===== src/rtl/mem_arbiter_pkg.sv =====
// Shared definitions for the memory-port arbiter: FSM encoding, requester IDs,
// and line-geometry helper.
package mem_arbiter_pkg;

  typedef logic [1:0] state_t;

  localparam state_t ST_IDLE    = 2'd0;
  localparam state_t ST_IC_XFER = 2'd1;
  localparam state_t ST_DC_RD   = 2'd2;
  localparam state_t ST_DC_WR   = 2'd3;

  // last_gnt encoding and bit positions in the request/grant vectors
  localparam logic GNT_IC = 1'b0;
  localparam logic GNT_DC = 1'b1;
  localparam int   REQ_IC = 0;
  localparam int   REQ_DC = 1;

  // LINE_OFF_W: byte-offset bits within one cache line
  function automatic int line_off_w(input int beats, input int data_w);
    return $clog2(beats * data_w / 8);
  endfunction

endpackage


===== src/rtl/mem_arbiter_if.sv =====
// External memory port: burst request/address/write data out, ack/read data back.
interface mem_arbiter_if #(
  parameter int ADDR_W = 32,
  parameter int DATA_W = 32
);
  logic              mem_req;
  logic              mem_we;
  logic [ADDR_W-1:0] mem_addr;
  logic [DATA_W-1:0] mem_wdata;
  logic              mem_ack;
  logic [DATA_W-1:0] mem_rdata;

  modport master (output mem_req, mem_we, mem_addr, mem_wdata,
                  input  mem_ack, mem_rdata);
  modport slave  (input  mem_req, mem_we, mem_addr, mem_wdata,
                  output mem_ack, mem_rdata);
endinterface


===== src/rtl/mem_arbiter_arb_rr2.sv =====
// Two-input round-robin picker: a lone requester wins, a tie goes to the
// requester that did not win last time.
module arb_rr2
  import mem_arbiter_pkg::*;
(
  input  logic [1:0] req_i,
  input  logic       last_gnt_i,
  output logic [1:0] gnt_o
);
  always_comb begin
    gnt_o = req_i;
    if (&req_i) begin
      gnt_o         = '0;
      gnt_o[REQ_IC] = (last_gnt_i == GNT_DC);
      gnt_o[REQ_DC] = (last_gnt_i == GNT_IC);
    end
  end
endmodule


===== src/rtl/mem_arbiter.sv =====
// Sequences the single memory port between IC refills and DC line reads /
// writebacks as BEATS-long bursts with per-beat return data and done pulses.
module mem_arbiter
  import mem_arbiter_pkg::*;
#(
  parameter int ADDR_W = 32,
  parameter int DATA_W = 32,
  parameter int BEATS  = 4
) (
  input  logic                       clk,
  input  logic                       rst_n,
  input  logic                       ic_req_i,
  input  logic [ADDR_W-1:0]          ic_addr_i,
  input  logic                       ic_flush_i,
  input  logic                       dc_req_i,
  input  logic                       dc_we_i,
  input  logic [ADDR_W-1:0]          dc_addr_i,
  input  logic [DATA_W-1:0]          dc_wdata_i,
  mem_arbiter_if.master              mem,
  output logic                       ic_rvalid_o,
  output logic                       ic_done_o,
  output logic [DATA_W-1:0]          ic_rdata_o,
  output logic [$clog2(BEATS)-1:0]   ic_beat_o,
  output logic                       dc_rvalid_o,
  output logic                       dc_done_o,
  output logic [DATA_W-1:0]          dc_rdata_o,
  output logic [$clog2(BEATS)-1:0]   dc_beat_o,
  output logic                       busy_o
);
  localparam int                BW         = $clog2(BEATS);
  localparam int                OFF_W      = line_off_w(BEATS, DATA_W);
  localparam logic [ADDR_W-1:0] BEAT_BYTES = ADDR_W'(DATA_W / 8);
  localparam logic [BW-1:0]     LAST_BEAT  = BW'(BEATS - 1);

  state_t            state_q, state_d;
  logic              last_gnt_q, last_gnt_d;
  logic [BW-1:0]     cnt_q, cnt_d;
  logic [ADDR_W-1:0] addr_q, addr_d;
  logic              squash_q, squash_d;
  logic              ic_rvalid_q, ic_done_q, dc_rvalid_q, dc_done_q;
  logic [DATA_W-1:0] ic_rdata_q, dc_rdata_q;
  logic [BW-1:0]     ic_beat_q, dc_rbeat_q;

  logic [1:0] req_vec, gnt;
  logic       beat_ack, last_beat, squash_live;
  logic       ic_rv_d, ic_done_d, dc_rv_d, dc_done_d;
  logic       unused_lsbs;

  assign unused_lsbs = ^{ic_addr_i[OFF_W-1:0], dc_addr_i[OFF_W-1:0]};

  // A flushing fetch stage is not a candidate this cycle.
  assign req_vec[REQ_IC] = ic_req_i & ~ic_flush_i;
  assign req_vec[REQ_DC] = dc_req_i;

  arb_rr2 u_arb (
    .req_i      (req_vec),
    .last_gnt_i (last_gnt_q),
    .gnt_o      (gnt)
  );

  assign beat_ack    = (state_q != ST_IDLE) & mem.mem_ack;
  assign last_beat   = (cnt_q == LAST_BEAT);
  assign squash_live = squash_q | ic_flush_i;

  assign ic_rv_d   = beat_ack & (state_q == ST_IC_XFER) & ~squash_live;
  assign ic_done_d = ic_rv_d & last_beat;
  assign dc_rv_d   = beat_ack & (state_q == ST_DC_RD);
  assign dc_done_d = beat_ack & last_beat & ((state_q == ST_DC_RD) | (state_q == ST_DC_WR));
  // Squash survives until the (unabortable) burst drains back to IDLE.
  assign squash_d  = (state_q == ST_IC_XFER) & squash_live & ~(beat_ack & last_beat);

  always_comb begin
    state_d    = state_q;
    last_gnt_d = last_gnt_q;
    cnt_d      = cnt_q;
    addr_d     = addr_q;
    if (state_q == ST_IDLE) begin
      if (gnt[REQ_IC]) begin
        state_d    = ST_IC_XFER;
        last_gnt_d = GNT_IC;
        cnt_d      = '0;
        addr_d     = {ic_addr_i[ADDR_W-1:OFF_W], {OFF_W{1'b0}}};
      end else if (gnt[REQ_DC]) begin
        state_d    = dc_we_i ? ST_DC_WR : ST_DC_RD;
        last_gnt_d = GNT_DC;
        cnt_d      = '0;
        addr_d     = {dc_addr_i[ADDR_W-1:OFF_W], {OFF_W{1'b0}}};
      end
    end else if (beat_ack) begin
      cnt_d  = cnt_q + 1'b1;
      addr_d = last_beat ? '0 : addr_q + BEAT_BYTES;
      if (last_beat) state_d = ST_IDLE;
    end
  end

  always_ff @(posedge clk or negedge rst_n) begin
    if (!rst_n) begin
      state_q     <= ST_IDLE;
      last_gnt_q  <= GNT_DC;
      cnt_q       <= '0;
      addr_q      <= '0;
      squash_q    <= 1'b0;
      ic_rvalid_q <= 1'b0;
      ic_done_q   <= 1'b0;
      dc_rvalid_q <= 1'b0;
      dc_done_q   <= 1'b0;
      ic_rdata_q  <= '0;
      dc_rdata_q  <= '0;
      ic_beat_q   <= '0;
      dc_rbeat_q  <= '0;
    end else begin
      state_q     <= state_d;
      last_gnt_q  <= last_gnt_d;
      cnt_q       <= cnt_d;
      addr_q      <= addr_d;
      squash_q    <= squash_d;
      ic_rvalid_q <= ic_rv_d;
      ic_done_q   <= ic_done_d;
      dc_rvalid_q <= dc_rv_d;
      dc_done_q   <= dc_done_d;
      if (ic_rv_d) ic_rdata_q <= mem.mem_rdata;
      if (dc_rv_d) dc_rdata_q <= mem.mem_rdata;
      ic_beat_q   <= ic_rv_d ? cnt_q : '0;
      dc_rbeat_q  <= dc_rv_d ? cnt_q : '0;
    end
  end

  assign mem.mem_req   = (state_q != ST_IDLE);
  assign mem.mem_we    = (state_q == ST_DC_WR);
  assign mem.mem_addr  = addr_q;
  assign mem.mem_wdata = (state_q == ST_DC_WR) ? dc_wdata_i : '0;

  assign ic_rvalid_o = ic_rvalid_q;
  assign ic_done_o   = ic_done_q;
  assign ic_rdata_o  = ic_rdata_q;
  assign ic_beat_o   = ic_beat_q;
  assign dc_rvalid_o = dc_rvalid_q;
  assign dc_done_o   = dc_done_q;
  assign dc_rdata_o  = dc_rdata_q;
  // Writebacks expose the live beat so the cache can source dc_wdata for it.
  assign dc_beat_o   = (state_q == ST_DC_WR) ? cnt_q : dc_rbeat_q;
  assign busy_o      = (state_q != ST_IDLE);

endmodule


===== src/flat_wrapper.sv =====
// flat-port wrapper written by rule: the top's interface ports become plain ports
module mem_arbiter_flat import mem_arbiter_pkg::*;
#(
  parameter int ADDR_W = 32,
  parameter int DATA_W = 32,
  parameter int BEATS  = 4
)
  (clk, rst_n, ic_req_i, ic_addr_i, ic_flush_i, dc_req_i, dc_we_i, dc_addr_i, dc_wdata_i, ic_rvalid_o, ic_done_o, ic_rdata_o, ic_beat_o, dc_rvalid_o, dc_done_o, dc_rdata_o, dc_beat_o, busy_o, mem_mem_req, mem_mem_we, mem_mem_addr, mem_mem_wdata, mem_mem_ack, mem_mem_rdata);
  mem_arbiter_if #(.ADDR_W(ADDR_W), .DATA_W(DATA_W)) mem_i ();
  input  logic clk;
  input  logic rst_n;
  input  logic ic_req_i;
  input  logic [ADDR_W-1:0] ic_addr_i;
  input  logic ic_flush_i;
  input  logic dc_req_i;
  input  logic dc_we_i;
  input  logic [ADDR_W-1:0] dc_addr_i;
  input  logic [DATA_W-1:0] dc_wdata_i;
  output logic ic_rvalid_o;
  output logic ic_done_o;
  output logic [DATA_W-1:0] ic_rdata_o;
  output logic [$clog2(BEATS)-1:0] ic_beat_o;
  output logic dc_rvalid_o;
  output logic dc_done_o;
  output logic [DATA_W-1:0] dc_rdata_o;
  output logic [$clog2(BEATS)-1:0] dc_beat_o;
  output logic busy_o;
  output wire logic [$bits(mem_i.mem_req)-1:0] mem_mem_req;
  output wire logic [$bits(mem_i.mem_we)-1:0] mem_mem_we;
  output wire logic [$bits(mem_i.mem_addr)-1:0] mem_mem_addr;
  output wire logic [$bits(mem_i.mem_wdata)-1:0] mem_mem_wdata;
  input wire logic [$bits(mem_i.mem_ack)-1:0] mem_mem_ack;
  input wire logic [$bits(mem_i.mem_rdata)-1:0] mem_mem_rdata;
  assign mem_mem_req = mem_i.mem_req;
  assign mem_mem_we = mem_i.mem_we;
  assign mem_mem_addr = mem_i.mem_addr;
  assign mem_mem_wdata = mem_i.mem_wdata;
  assign mem_i.mem_ack = mem_mem_ack;
  assign mem_i.mem_rdata = mem_mem_rdata;
  mem_arbiter #(.ADDR_W(ADDR_W), .DATA_W(DATA_W), .BEATS(BEATS)) u_core (.clk(clk), .rst_n(rst_n), .ic_req_i(ic_req_i), .ic_addr_i(ic_addr_i), .ic_flush_i(ic_flush_i), .dc_req_i(dc_req_i), .dc_we_i(dc_we_i), .dc_addr_i(dc_addr_i), .dc_wdata_i(dc_wdata_i), .mem(mem_i), .ic_rvalid_o(ic_rvalid_o), .ic_done_o(ic_done_o), .ic_rdata_o(ic_rdata_o), .ic_beat_o(ic_beat_o), .dc_rvalid_o(dc_rvalid_o), .dc_done_o(dc_done_o), .dc_rdata_o(dc_rdata_o), .dc_beat_o(dc_beat_o), .busy_o(busy_o));
endmodule

===== config.mk =====
export PLATFORM = sky130hd
export DESIGN_NAME = mem_arbiter_flat
export DESIGN_NICKNAME = d
export VERILOG_FILES = /design/src/rtl/mem_arbiter_pkg.sv /design/src/rtl/mem_arbiter_if.sv /design/src/rtl/mem_arbiter_arb_rr2.sv /design/src/rtl/mem_arbiter.sv /design/src/flat_wrapper.sv
export SDC_FILE = /design/constraint.sdc
export NUM_CORES = 1
export LEC_CHECK = 0
export ABC_AREA = 1
export BUFFER_PORTS_ARGS = -buffer_cell sky130_fd_sc_hd__buf_2
export CAP_MARGIN = 15
export CORE_MARGIN = 10
export CORE_UTILIZATION = 30
export DETAILED_ROUTE_END_ITERATION = 10
export GPL_TIMING_DRIVEN = 0
export PLACE_DENSITY = 0.66
export SLEW_MARGIN = 10
export SYNTH_ARGS = -nofsm -noshare
export SYNTH_HDL_FRONTEND = slang
export SYNTH_HIERARCHICAL = 1
export SYNTH_SLANG_ARGS = --single-unit

===== constraint.sdc =====
create_clock -name clk -period 3.25 [get_ports clk]
set_clock_uncertainty 0.2 [all_clocks]
set_input_delay 0.1625 -clock clk [delete_from_list [all_inputs] [get_ports clk]]
set_output_delay 0.1625 -clock clk [all_outputs]
set_load 0.005 [all_outputs]

==> impl_metrics.ini <==
[detailed_routing]
drtIter0Drc = 261
drc = 0
routed_wl_mm = 22.2
vias_per_cell = 4.59
final_antenna_net_count = 0
wire_per_inst_um = 16.3
vias = 6236
firstDrtPassIters = 5

[sta]
slew_headroom_pct = 56.8
fin_crit_ns = 3.06
period_share_pct = 94.0
rsz0062_at_grt = false
max_freq_mhz = 327
setup_viol = 0
tns_ns = 0
slew_violations = 0
tightest_slew_ns = 0.648
hold_viol = 0

[clock_tree]
cts_setup_buffers = 0
clkTransAtPathRegs_ns = 0.08
numCtsBuffers = 9
htree_levels = 3
cts_num_sinks = 108
cts_tree = built
root_buffer = clkbuf_16
clock_latency_ns = 0.35
cts_max_path_buffers = 2

[logic_synthesis]
synthCells = 792
synth_area_per_cell_um2 = 7.19
syn_area_um2 = 5690
synth_common_cells = 207 x nand2_1, 127 x nor2_1, 107 x dfrtp_1
yosysTopAreaCell = dfrtp_1
synth_seq_area_share_pct = 47.5
ys_types = 36
synthArstFlopShare_pct = 100
synthTopCellsByArea = dfrtp_1 47%, nand2_1 14%, nor2_1 8.4%, inv_1 6.8%, o21ai_0 6.3%
synth-seq-cells = 108
yosys.cell_count.top_type = nand2_1
synth_warnings = 6
synth_edf_count = 0
synth_ff_type = dfrtp_1
yosysTopAreaCellShare_pct = 47.0

[pwr]
clkPwrFrac_pct = 17.6
switchingPower_mw = 2.89
irDropWorstVdd_mv = 0.382
cellPowerDensity_nw_per_um2 = 821
p_comb_share_pct = 45.9
power.internal_mw = 3.82
leakagePower_nw = 4.51
switching_share_pct = 43.1
seqPwrFrac_pct = 36.5
p_total_mw = 6.70

[finish]
layout-drive-gt1-share_pct = 28.5
antenna_cells = 0
area_growth_syn_to_layout_pct = 43.4
nets = 1257

[global_routing]
grt_pass1_wl_mm = 34.1
antenna_found_initial = 0
grt_overflow_total = 0
grtUsageTotal_pct = 17.4
grt_pass1_vias = 6277
grt_max_degree = 63

[place]
hpwl_mm = 16.8
place_congestion = 0.966
io_buffer_count = 263

[setup_path]
path_buf_inv = 5
critPathTopFamily = buffers and inverters
crit_type = input port to flop
crit_top_cell = nand2_1
cp_cell_sequence = dlygate4sd3_1, buf_2, nor2_1, nand3_1, nand2_1, buf_2, clkbuf_1, nand2_1, nand2_1, dlygate4sd3_1, a21oi_1, o21ai_1
cp_slowest_cell = dlygate4sd3_1
cp-end-kind = flop
critPathLaunchType = input port
arrival_ns = 3.14
crit_required_ns = 3.33
crit_path_max_fanout = 10
cp_slowest_stage_delay_ns = 0.55

[floorplan]
ios = 274
fp.dieArea_um2 = 24900
row_count = 50
die_h_um = 158
core_area_um2 = 18700
start_util_pct = 30.4
die_x_um = 158

[status]
status = finished, final reports clean

[hold_path]
hold_path.class = input port to flop

[flow_run]
max-cap-violations = 0
-- area by class of cell --
| cell class | instances | area [um2] |
|---|---|---|
| fillers | 1919 | 10500 |
| inverters | 108 | 408 |
| clock buffers | 10 | 229 |
| repair buffers | 316 | 1870 |
| well taps | 234 | 293 |
| multi-input cells | 542 | 2400 |
| flip-flops and latches | 108 | 2700 |
| clock inverters | 6 | 76.3 |
| plain buffers | 35 | 190 |
-- registers in the layout, summed over array words and instances, names as in the netlist --
| register | count |
|---|---|
| u_core/dc_rvalid_o | 1 |
| u_core/cnt_q | 2 |
| u_core/squash_q | 1 |
| u_core/dc_rdata_o | 32 |
| u_core/mem.mem_addr | 30 |
| u_core/dc_rbeat_q | 2 |
| u_core/ic_rvalid_o | 1 |
| u_core/dc_done_o | 1 |
| u_core/ic_done_o | 1 |
| u_core/ic_rdata_o | 32 |
| u_core/state_q | 2 |
| u_core/ic_beat_o | 2 |
| u_core/last_gnt_q | 1 |
-- worst min-delay path: cells and delay by family --
kind / cells / cell delay [ns]
AOI/OAI and AO/OA: 2 / 0.12
and+or+nand+nor: 2 / 0.15
buffers and inverters: 1 / 0.09
-- logic make-up after synthesis --
logic type               share of synthesized area [%]
buffers and inverters                             10.5
AND/OR/NAND/NOR                                   28.4
XOR/XNOR                                         0.154
other                                           0.0659
adder cells (fa/ha/maj)                          0.439
AO/OA/AOI/OAI                                     12.9
flip-flops                                        47.5
-- metrics by stage --
step           area [um2]  setup slack (ns)  cells  hold WS, ns  utilization, %
2_1_floorplan        5700              1.47    793       -0.333               -
3_3_place_gp         7310             0.445   1290        0.206            39.1
3_5_place_dp         7340             0.746   1291      -0.0659            39.2
4_1_cts              8170             0.236   1359      0.00239            43.7
5_1_grt              8170             0.124   1359       0.0237            43.7
6_report             8170             0.194   1359       0.0203            43.7
-- worst paths after layout --
| kind | depth (start not counted) | endpoint | from | slack, ns |
|---|---|---|---|---|
| max reg2reg | 9 | u_core/mem.mem_addr[10]$_DFFE_PN0P_ | u_core/last_gnt_q$_DFFE_PN1P_ | 0.37 |
| min reg2reg | 2 | u_core/last_gnt_q$_DFFE_PN1P_ | u_core/last_gnt_q$_DFFE_PN1P_ | 0.27 |
| max | 12 | u_core/mem.mem_addr[10]$_DFFE_PN0P_ | ic_flush_i | 0.19 |
| max in group asynchronous | 3 | u_core/ic_rdata_o[3]$_DFFE_PN0P_ | rst_n | 2.05 |
| min in group asynchronous | 2 | u_core/mem.mem_addr[22]$_DFFE_PN0P_ | rst_n | 0.13 |
| min | 5 | u_core/mem.mem_addr[21]$_DFFE_PN0P_ | dc_addr_i[21] | 0.02 |
-- power groups by stage --
| stage | Combinational, mW | Sequential [mW] | Clock [mW] |
|---|---|---|---|
| after global placement | 2.98 | 2.44 | 0 |
| after CTS | 3.10 | 2.45 | 1.23 |
| final | 3.08 | 2.45 | 1.18 |
| after floorplan | 1.60 | 2.43 | 0 |
| after detailed placement | 3.04 | 2.45 | 0 |
| after global routing | 3.48 | 2.55 | 1.29 |
-- layout by cell type (no fill, tap or decap), drive strengths merged, types with 2 or more instances in the layout --
cell and n:
buf 282, nand2 211, nor2 136, inv 113, dfrtp 107, o21ai 94, dlygate4sd3 52, nand3 41
a21oi 37, clkbuf 27, nor3 5, a31oi 3, o31ai 2, o22ai 2, ha 2, conb 2
o221ai 2
-- timing repair --
| action | CTS | global route |
|---|---|---|
| hold buffers | 52 | 0 |
| resized for setup | 0 | 0 |
| setup endpoints to repair | 0 | 0 |
| hold endpoints to repair | 190 | 0 |
-- layer usage --
layer / wire, um / GRT usage (%) / part of all wire [%] / vias to the layer above
li1: - / - / - / 3117
met1: 8780 / 19.5 / 40 / 2877
met2: 10900 / 30.0 / 49 / 230
met3: 2370 / 7.49 / 11 / 12
met4: 153 / 3.29 / 0.69 / 0
met5: 0 / 0 / 0 / -
No activity file was read; power rests on OpenSTA's default activity.
